$ cat src/rtl/dcsg_write_queue.sv
// dcsg_write_queue: decodes CPU OUTs to the DCSG port, buffers them in a FIFO
// and drains them into the PSG ce/wr/ready handshake at the PSG clock-enable rate.
module dcsg_write_queue #(
   parameter logic [7:0] IO_PORT    = 8'h3F,
   parameter int         DEPTH_LOG2 = 3
) (
   input  logic                clk,
   input  logic                reset,
   input  logic                en_clk_psg_i,
   input  logic                n_ioreq,
   input  logic                n_wr,
   input  logic [15:0]         address,
   input  logic [7:0]          wdata,
   output logic                psg_ce_n,
   output logic                psg_wr_n,
   output logic [7:0]          psg_wdata,
   input  logic                psg_ready,
   output logic [DEPTH_LOG2:0] level,
   output logic                overflow,
   input  logic                clear_overflow
);
   localparam int DEPTH = 1 << DEPTH_LOG2;
   localparam int LW    = DEPTH_LOG2 + 1;
   typedef enum logic [1:0] {IDLE, WAIT, RELEASE} state_t;
   state_t                state_q, state_d;
   logic                  req, req_q, push, pop, push_ok, full;
   logic [DEPTH_LOG2-1:0] wr_ptr_q, wr_ptr_d, rd_ptr_q, rd_ptr_d;
   logic [LW-1:0]         level_q, level_d;
   logic                  overflow_q, overflow_d, ce_n_q, ce_n_d, wr_n_q, wr_n_d;
   logic [7:0]            wdata_q, wdata_d;
   logic [7:0]            mem [DEPTH];
   always_comb begin
      req        = !n_ioreq && !n_wr && address[7:0] == IO_PORT;
      push       = req && !req_q;
      full       = level_q == LW'(DEPTH);
      pop        = en_clk_psg_i && state_q == IDLE && level_q != '0;
      // a same-cycle pop frees the slot the full-FIFO push needs
      push_ok    = push && (!full || pop);
      wr_ptr_d   = push_ok ? wr_ptr_q + DEPTH_LOG2'(1) : wr_ptr_q;
      rd_ptr_d   = pop ? rd_ptr_q + DEPTH_LOG2'(1) : rd_ptr_q;
      level_d    = level_q + LW'(push_ok) - LW'(pop);
      overflow_d = (push && !push_ok) || (overflow_q && !clear_overflow);
      state_d    = state_q;
      ce_n_d     = ce_n_q;
      wr_n_d     = wr_n_q;
      wdata_d    = wdata_q;
      if (en_clk_psg_i)
         case (state_q)
            IDLE: if (pop) begin
               wdata_d = mem[rd_ptr_q];
               ce_n_d  = 1'b0;
               wr_n_d  = 1'b0;
               state_d = WAIT;
            end
            WAIT: if (psg_ready) begin
               wr_n_d  = 1'b1;
               state_d = RELEASE;
            end
            RELEASE: begin
               ce_n_d  = 1'b1;
               state_d = IDLE;
            end
            default: state_d = IDLE;
         endcase
   end
   always_ff @(posedge clk) begin
      if (reset) begin
         state_q    <= IDLE;
         req_q      <= 1'b0;
         wr_ptr_q   <= '0;
         rd_ptr_q   <= '0;
         level_q    <= '0;
         overflow_q <= 1'b0;
         ce_n_q     <= 1'b1;
         wr_n_q     <= 1'b1;
         wdata_q    <= '0;
      end else begin
         state_q    <= state_d;
         req_q      <= req;
         wr_ptr_q   <= wr_ptr_d;
         rd_ptr_q   <= rd_ptr_d;
         level_q    <= level_d;
         overflow_q <= overflow_d;
         ce_n_q     <= ce_n_d;
         wr_n_q     <= wr_n_d;
         wdata_q    <= wdata_d;
      end
   end
   always_ff @(posedge clk)
      if (push_ok) mem[wr_ptr_q] <= wdata;
   assign psg_ce_n  = ce_n_q;
   assign psg_wr_n  = wr_n_q;
   assign psg_wdata = wdata_q;
   assign level     = level_q;
   assign overflow  = overflow_q;
endmodule

$ cat config.mk
export PLATFORM = sky130hd
export DESIGN_NAME = dcsg_write_queue
export DESIGN_NICKNAME = d
export VERILOG_FILES = /design/src/rtl/dcsg_write_queue.sv
export SDC_FILE = /design/constraint.sdc
export NUM_CORES = 1
export LEC_CHECK = 0
export CORE_UTILIZATION = 45
export CTS_CLUSTER_DIAMETER = 80
export DETAILED_ROUTE_END_ITERATION = 10
export PLACE_DENSITY = 0.68
export SLEW_MARGIN = 20
export SYNTH_ARGS = -nofsm -noshare
export SYNTH_HDL_FRONTEND = slang
export SYNTH_SLANG_ARGS = --single-unit
export TNS_END_PERCENT = 20
$ cat constraint.sdc
create_clock -name clk -period 2.85 [get_ports clk]
set_input_delay 0.285 -clock clk [delete_from_list [all_inputs] [get_ports clk]]
set_output_delay 0.285 -clock clk [all_outputs]
set_load 0.01 [all_outputs]
## Word level (Yosys, flattened, before mapping)

Memories as Yosys holds them, arrays and structs flattened. A register that Yosys moved wholly into a read port is not among the register bits.
Cells that the tools add are included.

- Logic and storage cells: 52
- Flip-flop bits (word level): 16
- Output and inout bits: 15
- Input bits: 31
- Memories: 1
- Bits in writable memories: 64

- Equality and inequality tests: 6
- Muxes and demuxes: 9
- Reductions and logical operators: 24
- Add/sub/neg operators: 4

Memory list:

| name | words | width | read ports | clocked after Yosys merged registers in | wr ports | RTL line | source |
|---|---|---|---|---|---|---|---|
| mem | 8 | 8 | 1 | 1 | 1 | 31 | `logic [7:0] mem [DEPTH];` |

Operators by type and width:

| kind | number |
|---|---|
| 3-bit AND reduction | 3 |
| 8-bit by 6-bit equality test with 1-bit output, second input constant | 1 |
| 1-bit logical AND | 8 |
| 3-bit by 1-bit adder with 3-bit output, second input constant | 2 |
| 1-bit zero test | 6 |
| 4-bit by 1-bit adder with 4-bit output | 1 |
| 4-bit equality test, second input constant | 1 |
| 1-bit 2-to-1 mux | 4 |
| 2-bit 2-to-1 mux | 2 |
| 2-bit != test, second input constant | 2 |
| 1-bit case mux with 2 select lines | 2 |
| 2-bit case mux with 2 select lines | 1 |
| 4-bit AND reduction | 1 |
| 2-bit nonzero test | 2 |
| 4-bit nonzero test | 1 |
| 4-bit by 1-bit subtractor with 4-bit output | 1 |
| 2-bit by 1-bit equality test with 1-bit output, second input constant | 1 |
| 2-bit equality test, second input constant | 1 |
| 2-bit zero test | 1 |
| 1-bit logical OR | 2 |

## Logic depth before layout (Yosys ltp)

- Depth after elaboration: 8
- Depth in mapped cells: 12
- Depth with buffers taken out: 11

## Least setup slack after synthesis

Ideal clock, no wire load.

- Kind: register to register
- Start point: reg level_q[2], in the netlist level[2]
- End point: reg level_q[2], in the netlist level[2]
- Stages on the path, launching flop included: 12
- Slack: 402 ps
- Data required time: 2,723 ps
- Period minus slack after synthesis: 2,448 ps
- Setup time: 127 ps
- Arrival: 2,321 ps
- Path through: dfxtp_1 > inv_1 > ha_1 > or3b_2 > and2_4 > buf_6 > nand2_1 > o21ai_0 > ha_1 > fa_1 > xnor2_1 > nor2_1

- Cells in the longest elaborated chain, start to end: 6
- Elaborated cells on any way between the ends: 8
- Those cells by class: 2 x add/sub; 1 x eq/ne; 5 x reduce/logical

RTL lines:

| what | RTL line | source |
|---|---|---|
| from (decl) | 28 | `logic [LW-1:0] level_q, level_d;` |
| from (signal assigned) | 82 | `level_q <= level_d;` |
| 4-bit equality test / 4-bit nonzero test (equally long branches) | 35, 36 |  |
| 1-bit zero test / 1-bit logical AND (equally long branches) | 38, 36 |  |
| 1-bit logical OR | 38 | `push_ok = push && (!full \|\| pop);` |
| 1-bit logical AND | 38 |  |
| 4-bit by 1-bit adder with 4-bit output | 41 | `level_d = level_q + LW'(push_ok) - LW'(pop);` |
| 4-bit by 1-bit subtractor with 4-bit output * | 41 |  |

Every way passes the cells marked *; elsewhere a longest branch is shown, timed or not.
A chain may end at the register's enable or synchronous reset.

## Worst setup path in the final report

Ends and elaborated chain as after synthesis.

==> results.py <==
metrics = {
    "outcome": {
        "outcome": "finished, final reports clean",
    },
    "pwr": {
        "p_int_mw": 2.37,
        "p_leak_nw": 1.41,
        "p_clk_frac": 0.256,
        "combPwrFrac": 0.271,
        "peakVddDrop_v": 0.000408,
        "p_sw_frac": 0.279,
        "powerDensity_nw_per_um2": 775,
        "seqPwrFrac": 0.474,
        "switching_power_mw": 0.920,
    },
    "worst_setup_path": {
        "path_max_fanout": 5,
        "path_cells": "inv_1, ha_1, or3b_2, and2_4, nand2_1, o21ai_0, ha_1, fa_1, xnor2_1, nor2_1",
        "path_buf_inv": 1,
        "critPathCaptureType": "flip-flop",
        "critPathMaxStageDelay_ns": 0.51,
        "worstPathRequired_ns": 3.07,
        "crit_path_start_kind": "flip-flop",
        "cpMostUsedCell": "ha_1",
        "critPathKind": "reg -> reg",
        "critical-path-top-delay-family": "simple AND/OR/NAND/NOR gates",
        "arrival_ns": 2.69,
        "cp_slowest_cell": "or3b_2",
    },
    "drt": {
        "num_vias": 1977,
        "drcViolationCount": 0,
        "via_per_inst": 5.29,
        "first_pass_iters": 4,
        "ant_nets": 0,
        "wl_per_cell_um": 17.2,
        "wl_um": 6440,
        "dr.first_iter.drc_count": 101,
    },
    "clock_tree": {
        "cts_buffers": 9,
        "h-tree-depth": 3,
        "cts.path.max_buffers": 2,
        "cts_resized": 0,
        "path_clk_slew_ns": 0.08,
        "insertion_delay_ns": 0.35,
        "cts_tree": "yes",
        "clockRootBuffer": "clkbuf_8",
        "post_cts_buffers": 0,
        "ctsHoldBuffers": 0,
        "clock_sinks": 88,
    },
    "grt": {
        "grt_pass1_vias": 1925,
        "grt_usage": 0.171,
        "grt_first_pass_wirelength_um": 10200,
        "grt_overflow": 0,
        "grt_max_degree": 21,
        "antenna_found_initial": 0,
    },
    "placement": {
        "globalplace.congestion": 0.739,
        "port_buffers": 37,
        "placed_cells": 358,
        "hpwl_um": 4110,
    },
    "die": {
        "fp.dieH_um": 90.3,
        "io_pins": 46,
        "initial_core_util": 0.473,
        "rows": 31,
        "die_width_um": 90.3,
        "dieArea_um2": 8150,
        "core_area_um2": 7410,
    },
    "synth": {
        "synthArstFlopShare": 0,
        "post_synth_num_cell_types": 41,
        "synth_cells": 216,
        "yosysTopAreaCell": "edfxtp_1",
        "synth_edf_count": 64,
        "syn_nets": 255,
        "synth_area_leaders": "edfxtp_1, dfxtp_1, mux4_2, ha_1, nor2_1",
        "synth_area_um2": 3510,
        "synth_top_flop_cell": "edfxtp_1",
        "yosysTopAreaCellShare": 0.548,
        "synth_area_per_cell_um2": 16.2,
        "ys_seq_elements": 88,
        "ys_warn_count": 0,
        "yosysSeqAreaShare": 0.685,
    },
    "final_layout": {
        "antenna_cells": 0,
        "fill_cells": 580,
        "finalNetCount": 309,
        "stdcell_count": 374,
        "area.growth.synth_to_final_pct": 21.2,
        "drive_above_1_share": 0.193,
    },
    "timing": {
        "fmax_ghz": 0.405,
        "max_slew_margin": 0.418,
        "setup_viol": 0,
        "worstMarginPinSlew_ns": 0.872,
        "finalMaxSlewViolations": 0,
        "fin_skew_ns": 0.00881,
        "finalCritPeriodShare": 0.867,
        "period_needed_ns": 2.47,
        "rsz0062_at_grt": "false",
        "setup-tns-final_ns": 0,
        "finalHoldViolCount": 0,
    },
    "min_path": {
        "min_path_type": "reg -> reg",
    },
    "job": {
        "drv_cap": 0,
    },
}
## path summary, 6_finish.rpt
check                                           start                    end  slack, ns  depth (start not counted)
worst max-delay path              level[2]$_SDFF_PP0_    level[2]$_SDFF_PP0_       0.38                         10
worst min-delay path            psg_wr_n$_SDFFE_PP1P_  psg_wr_n$_SDFFE_PP1P_       0.48                          2
worst max register to register    level[2]$_SDFF_PP0_    level[2]$_SDFF_PP0_       0.38                         10
worst min register to register  psg_wr_n$_SDFFE_PP1P_  psg_wr_n$_SDFFE_PP1P_       0.48                          2
## cell usage in the layout, fill, tap and decap left out, drive strengths merged, types with 6 or more instances in the layout
master and count:
edfxtp 64, clkdlybuf4s50 37, dfxtp 24, nor2 17, mux4 16, buf 14, nor3 12, clkbuf 10
o22ai 9, inv 9, ha 7, nand2 6
## cells in the mapped netlist (2+ instances only)
master and number:
nand3_1 4, a21oi_1 4, clkbuf_1 3, nand2b_1 4, ha_1 7, dfxtp_1 24
nor2b_1 4, nand2_1 5, nor2_1 17, nand4_1 2, xnor2_1 4, nor3_1 12
buf_6 2, mux4_2 16, mux2i_1 2, nor4_1 2, inv_1 8, o22ai_1 9
o21ai_0 2, edfxtp_1 64
## power by group through the flow
stage,Combinational [mW],Clock [mW],Sequential [mW]
after floorplan,0.615,0,1.59
after global placement,0.890,0,1.59
after detailed placement,0.904,0,1.59
after CTS,0.909,0.865,1.57
after global routing,0.988,0.910,1.58
final,0.891,0.842,1.56
## cells by family (layout without fill, tap and decap cells)
| group | count (synthesis) | after routing | share of synthesized area |
|---|---|---|---|
| and+or+nand+nor | 62 | 62 | 0.103 |
| AOI/OAI and AO/OA | 19 | 19 | 0.0357 |
| muxes | 19 | 19 | 0.113 |
| xor gates and xnor gates | 4 | 4 | 0.00999 |
| adders and majority gates | 8 | 8 | 0.0307 |
| buffers and inverters | 16 | 75 | 0.0232 |
| DFF | 88 | 88 | 0.685 |
## state kept, by name, summed over array words and instances, names as in the netlist
name and cells:
state_q 2, level 4, mem 64, rd_ptr_q 3, psg_ce_n 1, psg_wdata 8, psg_wr_n 1, wr_ptr_q 3
overflow 1, req_q 1
## stage by stage
| stage | hold slack (ns) | instance area, µm² | utilization | worst slack, ns | total power [mW] |
|---|---|---|---|---|---|
| 2_1_floorplan | 0.384 | 3510 | - | 0.402 | 2.20 |
| 3_3_place_gp | 0.453 | 4060 | 0.547 | 0.174 | 2.48 |
| 3_5_place_dp | 0.459 | 4060 | 0.547 | 0.102 | 2.50 |
| 4_1_cts | 0.482 | 4250 | 0.574 | 0.347 | 3.34 |
| 5_1_grt | 0.499 | 4250 | 0.574 | 0.247 | 3.48 |
| 6_report | 0.476 | 4250 | 0.574 | 0.380 | 3.29 |
## worst min-delay path, stage by stage (launching register included)
cell and delay [ns]:
dfxtp_1 0.33, nand2_1 0.05, nand3b_1 0.07
## area by class of cell
type	instances	area, µm²	area share
tap	99	124	0.0291
inverter	8	30.0	0.00707
multi-input combinational	112	1020	0.241
timing repair buffer	51	475	0.112
clock buffer	10	128	0.0300
sequential	88	2400	0.565
clock inverter	6	67.6	0.0159
## per-layer routing
metal	part of all wire	up-vias	track usage
met4	0.012	0	0.0659
met3	0.044	8	0.0446
met2	0.48	46	0.276
met5	0	-	0
met1	0.46	987	0.222
li1	-	936	-
No activity file was read; power rests on OpenSTA's default activity.
